<file path="src/rtl/digit_history_scan.sv">
// digit_history_scan: N-deep keypress history, newest in slot 0, scanned onto one shared code bus.
// Optional macro DIGIT_HISTORY_BLANK_EN darkens digits whose history slot is not yet filled.
module digit_history_scan #(
  parameter int NUM_DIGITS  = 2,
  parameter int CODE_W      = 8,
  parameter int REFRESH_DIV = 1000
) (
  input  logic                            int_osc,
  input  logic                            reset,
  input  logic                            key_valid,
  input  logic [CODE_W-1:0]               key_code,
  input  logic                            clear,
  output logic [NUM_DIGITS-1:0]           digit_en,
  output logic [CODE_W-1:0]               seg_code,
  output logic [$clog2(NUM_DIGITS+1)-1:0] fill
);

  localparam int FILL_W = $clog2(NUM_DIGITS + 1);
  localparam int IDX_W  = (NUM_DIGITS > 1) ? $clog2(NUM_DIGITS) : 1;
  localparam int RCNT_W = (REFRESH_DIV > 1) ? $clog2(REFRESH_DIV) : 1;

  localparam logic [FILL_W-1:0] FILL_MAX  = FILL_W'(NUM_DIGITS);
  localparam logic [IDX_W-1:0]  IDX_LAST  = IDX_W'(NUM_DIGITS - 1);
  localparam logic [RCNT_W-1:0] RCNT_LAST = RCNT_W'(REFRESH_DIV - 1);

  logic [CODE_W-1:0] hist_q [NUM_DIGITS];
  logic [CODE_W-1:0] hist_d [NUM_DIGITS];
  logic [FILL_W-1:0] fill_q, fill_d;
  logic [IDX_W-1:0]  idx_q, idx_d;
  logic [RCNT_W-1:0] rcnt_q, rcnt_d;
  logic              rcnt_last;
  logic              slot_blank;

  // Clear has priority over a simultaneous strobe; the strobed key is dropped.
  always_comb begin
    for (int i = 0; i < NUM_DIGITS; i++) begin
      hist_d[i] = hist_q[i];
    end
    fill_d = fill_q;
    if (clear) begin
      for (int i = 0; i < NUM_DIGITS; i++) begin
        hist_d[i] = '0;
      end
      fill_d = '0;
    end else if (key_valid) begin
      hist_d[0] = key_code;
      for (int i = 1; i < NUM_DIGITS; i++) begin
        hist_d[i] = hist_q[i-1];
      end
      if (fill_q != FILL_MAX) begin
        fill_d = fill_q + FILL_W'(1);
      end
    end
  end

  // Refresh/scan runs free of pushes and clears.
  always_comb begin
    rcnt_last = (rcnt_q == RCNT_LAST);
    rcnt_d    = rcnt_last ? '0 : rcnt_q + RCNT_W'(1);
    idx_d     = idx_q;
    if (rcnt_last) begin
      idx_d = (idx_q == IDX_LAST) ? '0 : idx_q + IDX_W'(1);
    end
  end

  always_ff @(posedge int_osc or posedge reset) begin
    if (reset) begin
      for (int i = 0; i < NUM_DIGITS; i++) begin
        hist_q[i] <= '0;
      end
      fill_q <= '0;
      idx_q  <= '0;
      rcnt_q <= '0;
    end else begin
      for (int i = 0; i < NUM_DIGITS; i++) begin
        hist_q[i] <= hist_d[i];
      end
      fill_q <= fill_d;
      idx_q  <= idx_d;
      rcnt_q <= rcnt_d;
    end
  end

  always_comb begin
`ifdef DIGIT_HISTORY_BLANK_EN
    slot_blank = (32'(idx_q) >= 32'(fill_q));
`else
    slot_blank = 1'b0;
`endif
    digit_en = '0;
    seg_code = '0;
    for (int i = 0; i < NUM_DIGITS; i++) begin
      if ((idx_q == IDX_W'(i)) && !slot_blank) begin
        digit_en[i] = 1'b1;
        seg_code    = hist_q[i];
      end
    end
  end

  assign fill = fill_q;

endmodule

</file>
<file path="config.mk">
export PLATFORM = sky130hd
export DESIGN_NAME = digit_history_scan
export DESIGN_NICKNAME = d
export VERILOG_FILES = /design/src/rtl/digit_history_scan.sv
export SDC_FILE = /design/constraint.sdc
export NUM_CORES = 1
export LEC_CHECK = 0
export ABC_AREA = 1
export CAP_MARGIN = 40
export CORE_AREA = 2 2 58 60
export DETAILED_ROUTE_END_ITERATION = 12
export DIE_AREA = 0 0 60 62
export MAX_ROUTING_LAYER = met4
export PLACE_DENSITY = 0.71
export SETUP_SLACK_MARGIN = 0.05
export SLEW_MARGIN = 10
export SYNTH_ARGS = -nofsm -noshare
export SYNTH_HDL_FRONTEND = slang
export SYNTH_SLANG_ARGS = --single-unit
</file>
<file path="constraint.sdc">
create_clock -name int_osc -period 1.1 [get_ports int_osc]
set_input_delay 0.22 -clock int_osc [delete_from_list [all_inputs] [get_ports int_osc]]
set_output_delay 0.22 -clock int_osc [all_outputs]
set_load 0.005 [all_outputs]
</file>
## Yosys cells after proc, flatten, opt, wreduce, memory -nomap -nowiden

Index checks and enable logic that the tools add are counted.
Widths: inputs -> output; s select.

| word-level totals | value |
|---|---|
| output and inout port bits | 12 |
| register bits | 29 |
| logic and storage cells | 23 |

| cells by class | value |
|---|---|
| muxes and demuxes | 10 |
| add/sub/neg operators | 3 |
| equality and inequality tests | 2 |
| reduce and logical (&&, ||, !) cells | 3 |

Operators with widths:

| kind | count |
|---|---|
| $mux 16 | 2 |
| $add 10x1->10 const B | 1 |
| $eq 10x10->1 const B | 1 |
| $mux 10 | 1 |
| $mux 8 | 1 |
| $mux 2 | 3 |
| $reduce_bool 2->1 | 2 |
| $mux 1 | 3 |
| $add 2x1->2 const B | 1 |
| $ne 2x2->1 const B | 1 |
| $reduce_and 2->1 | 1 |
| $add 1x1->1 const B | 1 |

## Depth between registers and ports, before layout

| logic depth | value |
|---|---|
| word-level depth | 4 |
| mapped depth | 7 |
| gate-level depth less buffers | 7 |

## Least setup slack after synthesis

Ideal clock, no wire load.

| path | value |
|---|---|
| path type | reg-to-reg |
| start point | reg rcnt_q[0] |
| end point | reg rcnt_q[9] |
| setup slack | -0.001 ns |
| library setup time | 0.119 ns |
| cell stages (with the launch flop) | 7 |
| required time | 0.981 ns |
| data arrival time | 0.982 ns |
| clock period less this slack | 1.101 ns |
| path buffers | 0 |
| path through | dfrtp_1 ha_1 nand2_2 nor2_2 nand3_4 nand2_1 nor2_1 |

| between the ends | value |
|---|---|
| word-level cells in the longest chain between the ends | 2 |
| elaborated cells on any way between the ends | 3 |
| classes of those cells | add/sub: 1; eq/ne: 1; mux: 1 |

RTL lines:

| element | RTL line | RTL |
|---|---|---|
| from (decl) | 30 | `logic [RCNT_W-1:0] rcnt_q, rcnt_d;` |
| from (signal assigned) | 80 | `rcnt_q <= rcnt_d;` |
| $add 10x1->10 or $eq 10x10->1 (tied branches) | 59, 58 |  |
| $mux 10 * | 59 | `rcnt_d = rcnt_last ? '0 : rcnt_q + RCNT_W'(1);` |
| net rcnt_d[9] | 30 |  |

The timed path passes the listed nets; every way through them passes the cells marked *.
A chain may end at the register's enable or synchronous reset.

## Worst setup path after layout

| path | value |
|---|---|
| start point | reg idx_q |
| end point | out seg_code[5] |

| between the ends | value |
|---|---|
| word-level cells in the longest chain between the ends | 1 |

RTL lines:

| element | RTL line | RTL |
|---|---|---|
| from (decl) | 29 | `logic [IDX_W-1:0] idx_q, idx_d;` |
| from (signal assigned) | 79 | `idx_q <= idx_d;` |
| $mux 8 | 93 | `if ((idx_q == IDX_W'(i)) && !slot_blank) begin` |
| to (decl) | 14 | `output logic [CODE_W-1:0] seg_code,` |

Every way passes these cells.

==> impl_metrics.tcl <==
set metrics [dict create \
    wl_met3_um 136 \
    preCtsSetupSlack_ns -0.479 \
    ios 24 \
    fmax_ghz 0.714 \
    grt_util_all_layers_pct 21.6 \
    final_max_slew_viol_count 0 \
    cts_num_sinks 29 \
    grt_max_degree 30 \
    clk_root_buffer_cell "clkbuf_4" \
    power_leakage_nw 1.01 \
    die_h_um 62 \
    worst_slack_ns -0.301 \
    die_x_um 60 \
    syn_area_um2 1390 \
    gp_congestion 0.867 \
    ys_types 22 \
    nFillCells 255 \
    drtPass1Iterations 4 \
    cp_data_arrival_time_ns 1.18 \
    cp_data_required_time_ns 0.88 \
    wl_met2_um 1900 \
    yosys.area_share.adder_pct 1.81 \
    antenna_found_initial 0 \
    synth_seq_area_share_pct 52.3 \
    syn_nets 177 \
    cap_violations 0 \
    antennaDiodeCount 0 \
    setup_viol 20 \
    wl_met1_um 1350 \
    highest_layer "met4" \
    num_rows 21 \
    path_clk_slew_ns 0.11 \
    synthCells 163 \
    synth-simple-area-share_pct 24.0 \
    layout-drive-gt1-share_pct 40.5 \
    min_path_type "input pin to asynchronous set/reset pin" \
    grt_setup_unrepaired "true" \
    clk_path_buf_depth 2 \
    cts_buffers 5 \
    hpwl_um 2150 \
    core_area_um2 3180 \
    finalNetCount 228 \
    yosys_register_bits 29 \
    die_area_um2 3720 \
    post-route-min-period_ns 1.40 \
    violations "negative setup slack" \
    start_kind "flop" \
    endpoint_kind "output port" \
    syn_area_per_cell_um2 8.51 \
    rrSetupSlack_ns -0.09 \
    pwr_density_cell_nw_per_um2 1220 \
    ant_nets 0 \
    wl_per_cell_um 13.1 \
    finalHoldViolations 0 \
    yosys_warnings 0 \
    multiInputGateArea_um2 659 \
    worstSetupPathType "flop to output port" \
    seqCellArea_um2 727 \
    drc_errors 0 \
    drt_iter0_drc 54 \
    power.total_mw 2.51 \
    cp_max_fo 6 \
    htree_levels 2 \
    portBuffers 23 \
    post-route-period-util_pct 127 \
    clk-insertion-delay-late_ns 0.34 \
    maxSlewHeadroom_pct 82.9 \
    dr_total_vias 1278 \
    synth_compound_area_share_pct 11.2 \
    cts_tree "yes" \
    status "complete, but fails checks" \
    synthXorXnorAreaFrac_pct 1.26 \
    viasPerCell 4.90 \
    hold_ws_ns 0.210 \
    finClkSkew_ns 0.0122 \
    initial_core_util_pct 43.6 \
    tightest_slew_ns 0.256 \
    cts_hold_buf 0 \
    area_delta_synth_final_pct 49.0 \
    wl_um 3420 \
    grt_pass1_vias 1319 \
    synth_top_family_by_area "simple AND/OR/NAND/NOR gates" \
    grt_pass1_wl_um 5630 \
    ir_drop_uv 843 \
    grt-ovfl-total 0 \
    muxShareOfSynthArea_pct 0 \
    reg2regPathDepth 5 \
]
-- area by class of cell --
type,count,share of cell area [%]
tap,46,2.79
timing repair buffer,49,20.5
clock buffer,5,1.82
clock inverter,3,3.15
inverter,22,4.60
multi-input combinational,107,31.9
sequential,29,35.2
-- per-layer routing --
metal | up-vias | global-route usage (%)
li1 | 626 | -
met1 | 615 | 21.8
met2 | 34 | 40.2
met3 | 3 | 7.04
met4 | 0 | 5.40
met5 | - | -
-- timing repair --
action,in CTS,in global routing
endpoints found under the setup margin,23,28
setup buffers,6,0
gates resized for setup,82,23
cloned,1,0
pin swaps,10,5
-- state kept, by name, indices dropped and copies added, names as in the netlist --
name	count
rcnt_q	10
hist_q	16
fill	2
idx_q	1
-- stage by stage --
| step | utilization [%] | TNS [ns] | cell area (um2) | std cells |
|---|---|---|---|---|
| final | 65.0 | -3.30 | 2070 | 261 |
| after global placement | 57.1 | -7.62 | 1810 | 246 |
| after detailed placement | 57.1 | -8.23 | 1810 | 246 |
| after CTS | 62.8 | -3.28 | 2000 | 261 |
| after floorplan | - | 0 | 1410 | 163 |
| after global routing | 65.0 | -4.51 | 2070 | 261 |
-- report_power, final --
part	total [mW]	internal, mW	switching (mW)
sequential	1.11	1.10	0.0166
combinational	0.280	0.146	0.134
clock	1.12	0.704	0.417
total	2.51	1.95	0.568
-- synthesized netlist by cell type, drive strengths merged --
cell type  instances  area [um2]
nand2             30         125
dfrtp             29         726
o21ai             25         125
nand3             21         118
inv               20        75.1
nor2              19        76.3
a21oi              6        30.0
buf                5        42.5
clkinv             2        12.5
ha                 2        25.0
nand3b             1        7.51
or2                1        6.26
xnor2              1        8.76
xor2               1        8.76
-- logic make-up after synthesis --
family	Yosys count
xor gates and xnor gates	2
adders and majority gates	2
buffers and inverters	27
and+or+nand+nor	72
AOI/OAI and AO/OA	31
DFF	29
-- worst paths after layout --
path | from | endpoint
worst min-delay path | reset | rcnt_q[7]
worst max-delay path | idx_q | seg_code[5]
worst max register to register | fill[0] | fill[1]
worst min register to register | hist_q[2] | hist_q[2]
max in group asynchronous | reset | idx_q
min in group int_osc | key_code[2] | hist_q[10]
-- cells in the final DEF (no fill, tap or decap) --
master            n
buf_12            1
o21ai_0          16
ha_4              2
buf_6            11
inv_2             3
clkinv_2          1
nand3_2           1
buf_4            16
dfrtp_2           1
nand3_1          19
clkdlybuf4s50_1  11
a21oi_2           2
clkinv_1          1
o21ai_2           7
nand2_4           3
o21ai_1           2
xnor2_1           1
inv_4             1
clkbuf_4          5
nor2_1           11
nand3b_1          1
inv_6             1
clkinv_4          1
nand2_2          10
buf_2            10
dfrtp_1          28
a21oi_1           4
or2_1             1
inv_1            15
xor2_1            1
nand2_1          17
bufinv_16         2
nor2_4            3
nand3_4           1
nor2_2            5
-- worst max-delay path: stages, from the launching register on --
cell and delay (ns):
dfrtp_2 0.46, buf_6 0.15, o21ai_1 0.11, buf_2 0.12
(Power assumes the default switching activity.)
